## src/rtl/rt_req_arbiter.sv

```systemverilog
// rtl/rt_req_arbiter.sv - two-port racetrack memory request arbiter with response watchdog
//
// Arbitrates an instruction and a data requester onto one racetrack memory port,
// keeping at most one transaction in flight. Each transaction is
// IDLE/RESP (grant) -> ISSUE -> WAIT -> RESP.
//
// Ports:
//   clk_i, rstn_i             clock, asynchronous active-low reset
//   {ins,dat}_req_i           request; fields below must be held until granted
//   {ins,dat}_gnt_o           combinational grant; fields are captured this cycle
//   {ins,dat}_addr_i/we_i/be_i/wdata_i/funct_i   request fields
//   {ins,dat}_rvalid_o        one-cycle completion pulse to the owner
//   {ins,dat}_rdata_o         response data, held between pulses
//   {ins,dat}_err_o           watchdog timeout flag, qualified by rvalid
//   mem_en_o                  memory request enable (ISSUE and WAIT)
//   mem_addr_o/we_o/be_o/wdata_o/funct_o          latched transaction fields
//   mem_rvalid_i, mem_rdata_i memory completion pulse and read data
module rt_req_arbiter #(
  parameter int ADDR_WIDTH     = 22,
  parameter int DATA_WIDTH     = 32,
  parameter int TIMEOUT_CYCLES = 255
) (
  input  logic                  clk_i,
  input  logic                  rstn_i,
  input  logic                  ins_req_i,
  output logic                  ins_gnt_o,
  input  logic [ADDR_WIDTH-1:0] ins_addr_i,
  input  logic                  ins_we_i,
  input  logic [3:0]            ins_be_i,
  input  logic [DATA_WIDTH-1:0] ins_wdata_i,
  input  logic [2:0]            ins_funct_i,
  output logic                  ins_rvalid_o,
  output logic [DATA_WIDTH-1:0] ins_rdata_o,
  output logic                  ins_err_o,
  input  logic                  dat_req_i,
  output logic                  dat_gnt_o,
  input  logic [ADDR_WIDTH-1:0] dat_addr_i,
  input  logic                  dat_we_i,
  input  logic [3:0]            dat_be_i,
  input  logic [DATA_WIDTH-1:0] dat_wdata_i,
  input  logic [2:0]            dat_funct_i,
  output logic                  dat_rvalid_o,
  output logic [DATA_WIDTH-1:0] dat_rdata_o,
  output logic                  dat_err_o,
  output logic                  mem_en_o,
  output logic [ADDR_WIDTH-1:0] mem_addr_o,
  output logic                  mem_we_o,
  output logic [3:0]            mem_be_o,
  output logic [DATA_WIDTH-1:0] mem_wdata_o,
  output logic [2:0]            mem_funct_o,
  input  logic                  mem_rvalid_i,
  input  logic [DATA_WIDTH-1:0] mem_rdata_i
);

  typedef enum logic [1:0] {
    S_IDLE  = 2'd0,
    S_ISSUE = 2'd1,
    S_WAIT  = 2'd2,
    S_RESP  = 2'd3
  } state_t;

  localparam logic [9:0] WDOG_LOAD = 10'(TIMEOUT_CYCLES);

  state_t                state_q;
  logic                  owner_q;     // 1 = dat owns the transaction in flight
  logic                  last_dat_q;  // 1 = dat was granted most recently
  logic [9:0]            wdog_q;
  logic                  err_q;
  logic [DATA_WIDTH-1:0] ins_rdata_q;
  logic [DATA_WIDTH-1:0] dat_rdata_q;

  logic                  arb_en;
  logic                  pick_dat;
  logic                  any_gnt;
  logic                  in_wait;
  logic                  done;
  logic                  timeout;
  logic                  in_resp;
  logic [DATA_WIDTH-1:0] resp_data;

  // Grants are only offered between transactions; gating with rstn_i keeps
  // them low while the block is held in reset.
  assign arb_en    = rstn_i && ((state_q == S_IDLE) || (state_q == S_RESP));
  // On a tie the port that did not win last time goes first.
  assign pick_dat  = dat_req_i && (!ins_req_i || !last_dat_q);
  assign dat_gnt_o = arb_en && pick_dat;
  assign ins_gnt_o = arb_en && ins_req_i && !pick_dat;
  assign any_gnt   = ins_gnt_o || dat_gnt_o;

  // A memory response arriving together with watchdog expiry counts as a
  // normal completion, so timeout requires mem_rvalid_i low.
  assign in_wait   = (state_q == S_WAIT);
  assign done      = in_wait && (mem_rvalid_i || (wdog_q == 10'd0));
  assign timeout   = in_wait && !mem_rvalid_i && (wdog_q == 10'd0);
  assign resp_data = mem_rvalid_i ? mem_rdata_i : '0;

  // Enable drops in the completing WAIT cycle, not one cycle later.
  assign mem_en_o  = (state_q == S_ISSUE) || (in_wait && !done);

  assign in_resp      = (state_q == S_RESP);
  assign ins_rvalid_o = in_resp && !owner_q;
  assign dat_rvalid_o = in_resp && owner_q;
  assign ins_err_o    = in_resp && !owner_q && err_q;
  assign dat_err_o    = in_resp && owner_q && err_q;
  assign ins_rdata_o  = ins_rdata_q;
  assign dat_rdata_o  = dat_rdata_q;

  always_ff @(posedge clk_i or negedge rstn_i) begin
    if (!rstn_i) begin
      state_q     <= S_IDLE;
      owner_q     <= 1'b0;
      last_dat_q  <= 1'b0;
      wdog_q      <= '0;
      err_q       <= 1'b0;
      ins_rdata_q <= '0;
      dat_rdata_q <= '0;
      mem_addr_o  <= '0;
      mem_we_o    <= 1'b0;
      mem_be_o    <= '0;
      mem_wdata_o <= '0;
      mem_funct_o <= '0;
    end else begin
      case (state_q)
        S_IDLE, S_RESP: begin
          if (any_gnt) begin
            state_q     <= S_ISSUE;
            owner_q     <= pick_dat;
            last_dat_q  <= pick_dat;
            err_q       <= 1'b0;
            mem_addr_o  <= pick_dat ? dat_addr_i  : ins_addr_i;
            mem_we_o    <= pick_dat ? dat_we_i    : ins_we_i;
            mem_be_o    <= pick_dat ? dat_be_i    : ins_be_i;
            mem_wdata_o <= pick_dat ? dat_wdata_i : ins_wdata_i;
            mem_funct_o <= pick_dat ? dat_funct_i : ins_funct_i;
          end else begin
            state_q <= S_IDLE;
          end
        end
        S_ISSUE: begin
          wdog_q  <= WDOG_LOAD;
          state_q <= S_WAIT;
        end
        S_WAIT: begin
          if (done) begin
            state_q <= S_RESP;
            err_q   <= timeout;
            if (owner_q) begin
              dat_rdata_q <= resp_data;
            end else begin
              ins_rdata_q <= resp_data;
            end
          end else begin
            wdog_q <= wdog_q - 10'd1;
          end
        end
        default: state_q <= S_IDLE;
      endcase
    end
  end

endmodule

```

## config.mk

```make
export PLATFORM = sky130hd
export DESIGN_NAME = rt_req_arbiter
export DESIGN_NICKNAME = d
export VERILOG_FILES = /design/src/rtl/rt_req_arbiter.sv
export SDC_FILE = /design/constraint.sdc
export NUM_CORES = 1
export LEC_CHECK = 0
export ABC_CLOCK_PERIOD_IN_PS = 5000
export CAP_MARGIN = 30
export CORE_ASPECT_RATIO = 0.6
export CORE_MARGIN = 5
export CORE_UTILIZATION = 44
export CTS_CLUSTER_DIAMETER = 50
export DETAILED_ROUTE_END_ITERATION = 16
export GPL_ROUTABILITY_DRIVEN = 0
export PLACE_DENSITY = 0.83
export RECOVER_POWER = 25
export SLEW_MARGIN = 0
export SYNTH_ARGS = -nofsm -noshare
export SYNTH_HDL_FRONTEND = slang
export SYNTH_SLANG_ARGS = --single-unit
```

## constraint.sdc

```tcl
create_clock -name clk_i -period 5 [get_ports clk_i]
set_input_delay 0.75 -clock clk_i [delete_from_list [all_inputs] [get_ports clk_i]]
set_output_delay 0.75 -clock clk_i [all_outputs]
set_load 0.05 [all_outputs]
```

==> results by group <==
Setup path
  – WP buf/inv: 2
  – Largest stage delay on the critical path: 0.97 ns
  – CP delay by family, top: simple AND/OR/NAND/NOR gates
  – CP max stage cell: nor4b_1
  – Crit path cell chain: inv_1 -> ha_1 -> nor4b_1 -> a31o_1 -> nand2b_1 -> clkdlybuf4s50_1
  – Worst Reg-to-Reg Cells: 7
  – Crit path depth: 6
  – Largest fanout on the critical path: 11
  – CP Launch Type: flip-flop
  – Kind of critical path: flip-flop to output pin
  – WP data required: 4.25 ns
  – Arrival time worst endpoint: ~3.4 ns
  – Crit end category: output pin

Final layout
  – Share of cells above drive strength 1: 5.23%
  – Antenna diodes: 0
  – Fin cells: 973
  – Nets: 956
  – Most common cell after layout, fill and taps aside: clkdlybuf4s50_1
  – Area growth syn-to-layout: 61.4%
  – Commonest non-fill, non-tap cells in the layout: clkdlybuf4s50_1 (292), dfrtp_1 (140), nand2_1 (69), o21ai_0 (69), a22o_1 (64)

Synthesis
  – Number of synthesized register bits: 140
  – Post-synth EDFFs: 0
  – Avg Cell Area, Syn: roughly 12 sq um
  – Synth warn: 0
  – Post-synthesis sequential area ratio: between 50 and 60%
  – Cells after Synth: ~510
  – Synth Flop Type: dfrtp_1
  – Async set or reset register ratio after synthesis: 100%
  – Net count after synthesis: 674
  – Post-synthesis cell type count: 32
  – Cell area after synthesis: between 5000 and 6000 sq um

CTS
  – Cells resized by post-CTS repair: 0
  – H-tree depth: 4
  – Setup Fix Bufs, Post-CTS: 0
  – CTS Buf Count: 17
  – CTS tree: built
  – Hold buffer count at CTS: 0
  – Worst-path clk slew: roughly 0.060 ns
  – Clk Latency, worst-skew pair: 0.40 ns
  – Root buf cell: clkbuf_16
  – Buffer levels on the longest clock path: 2
  – CTS sink cnt: 140

Outcome
  – Failing checks: capacitance limit, slew limit
  – Outcome: complete, but fails checks

Route
  – # DRC: 0
  – Via density: around 5.4
  – Routed via count: 5212
  – Drt pass-1 iters: 5
  – Starting DRT DRC Count: 345
  – Drt total wl: 19.1 mm
  – DR WL/cell: 19.7 um
  – Antenna viol nets, final: 0

Pwr
  – Comb pwr share: 55.5%
  – Pwr dens: 747 nW/um^2
  – Psw: 3.42 mW
  – Sw frac: 48.1%
  – Internal power consumption: ~3.7 mW
  – Sequential Power Share: 27.5%
  – Total power draw: ~7.1 mW
  – Maximum VDD drop: 0.420 mV
  – Power share of the clock group: 16.9%
  – LEAKAGE: 4.23 nW

Global routing
  – Gr ovfl total: 0
  – First-pass GRT wire length: 30.5 mm
  – Vias in the first global route: 5624
  – Largest net degree at the start of global routing: 128
  – Initial antenna violation count: 0
  – Global Route Usage Sum: about a quarter

Floorplanning
  – Core ar.: about 13000 sq um
  – Row count: 32
  – Die Wd: around 160 um
  – Vert. Die Dim: around 100 um
  – Die ar.: roughly 16000 sq um
  – Starting Density: 45.5%
  – # IOs: 294

Place
  – Placed Cells: 942
  – DP Wirelength: 14.1 mm
  – Port bufs: ~290

Job
  – # Max-Cap Violations: 1

Timing
  – Measured slew at the worst slew-check pin: 1.69 ns
  – Clk_skew: about 0.010 ns
  – Setup TNS: 0 ns
  – Max-slew violation count: just under 70
  – Worst slew margin: -12.4%
  – F_max: 241 MHz
  – Tcrit/Tclk final: 82.8%
  – RSZ-0062 raised after global routing: no
  – Min cycle time layout: 4.14 ns
  – Final setup viols: 0
  – Final Hold Violating Endpoints: 0

Min path
  – Hold crit path type: input pin to asynchronous set/reset pin
[layer usage]
layer	track usage, %	share of wire (%)
met4	6.75	1.6
met5	0	0
met2	41.4	52
met3	6.96	7.2
met1	29.1	39
[final cells by class]
type / count / area (sq um)
Clock buffer: 19 / 453
Timing Repair Buffer: 300 / 3020
Clock inverter: 12 / 113
Fill cell: 881 / 3450
Inverter: 6 / 22.5
Tap cell: 170 / 213
Sequential cell: 140 / 3500
Multi-Input combinational cell: 326 / 2200
[flip-flops by register name, indices dropped and copies added, names as in the netlist]
register	cells
dat_rdata_o	32
ins_rdata_o	32
mem_wdata_o	32
mem_addr_o	22
wdog_q	10
mem_be_o	4
mem_funct_o	3
state_q	2
err_q	1
last_dat_q	1
mem_we_o	1
[path summary, 6_finish.rpt]
path                                    to  slack, ns            start
min in group clk_i         mem_wdata_o[18]       0.48  mem_wdata_o[18]
max in group asynchronous   dat_rdata_o[4]       2.51           rstn_i
setup / recovery                  mem_en_o       0.86        wdog_q[0]
setup reg to reg            ins_rdata_o[6]       1.81        wdog_q[0]
hold / removal             dat_rdata_o[18]       0.35           rstn_i
hold reg to reg            mem_wdata_o[18]       0.48  mem_wdata_o[18]
[Yosys cell counts (2+ instances only)]
cell type    n  share of area (%)
or3_1        4               0.42
ha_1         4               0.85
a31oi_1      4               0.42
a22o_1      64                9.5
mux2i_1     63                 11
nand3_1     13                1.1
clkbuf_1    26                1.7
nand2_1     69                4.4
nand2b_1     3               0.32
a21oi_1      2               0.17
buf_2        8               0.68
nor3_1       2               0.17
nor2_1       9               0.57
a41oi_1      2               0.30
nor2b_1      2               0.21
dfrtp_1    140                 59
a211oi_1     2               0.25
o21ai_0     69                5.9
inv_1        6               0.38
buf_6        3               0.57
and3_1       3               0.32
[cells by family after synthesis]
group	share of synthesized area [%]
AOI/OAI and AO/OA	17.2
muxes	10.7
buffers and inverters	3.29
DFF	59.4
and+or+nand+nor	8.61
adders and majority gates	0.848
[power by group through the flow]
| stage | combinational (mW) | sequential (mW) | clock (mW) |
|---|---|---|---|
| floorplan | 0.890 | 3.56 | 0 |
| global placement | 3.88 | 1.94 | 0 |
| detailed placement | 3.97 | 1.96 | 0 |
| CTS | 3.99 | 1.96 | 1.22 |
| global route | 4.14 | 2.03 | 1.28 |
| finish | 3.95 | 1.96 | 1.20 |
[through the flow]
stage | area [sq um] | worst slack, ns | hold WS (ns) | util, %
2_1_floorplan | 5900 | 2.33 | 0.454 | -
3_3_place_gp | 8950 | 1.34 | 0.461 | 69.0
3_5_place_dp | 8970 | 1.29 | 0.469 | 69.2
4_1_cts | 9540 | 1.30 | 0.383 | 73.5
5_1_grt | 9520 | 0.729 | 0.394 | 73.4
6_report | 9520 | 0.859 | 0.352 | 73.4
No activity file was read; power rests on OpenSTA's default activity.
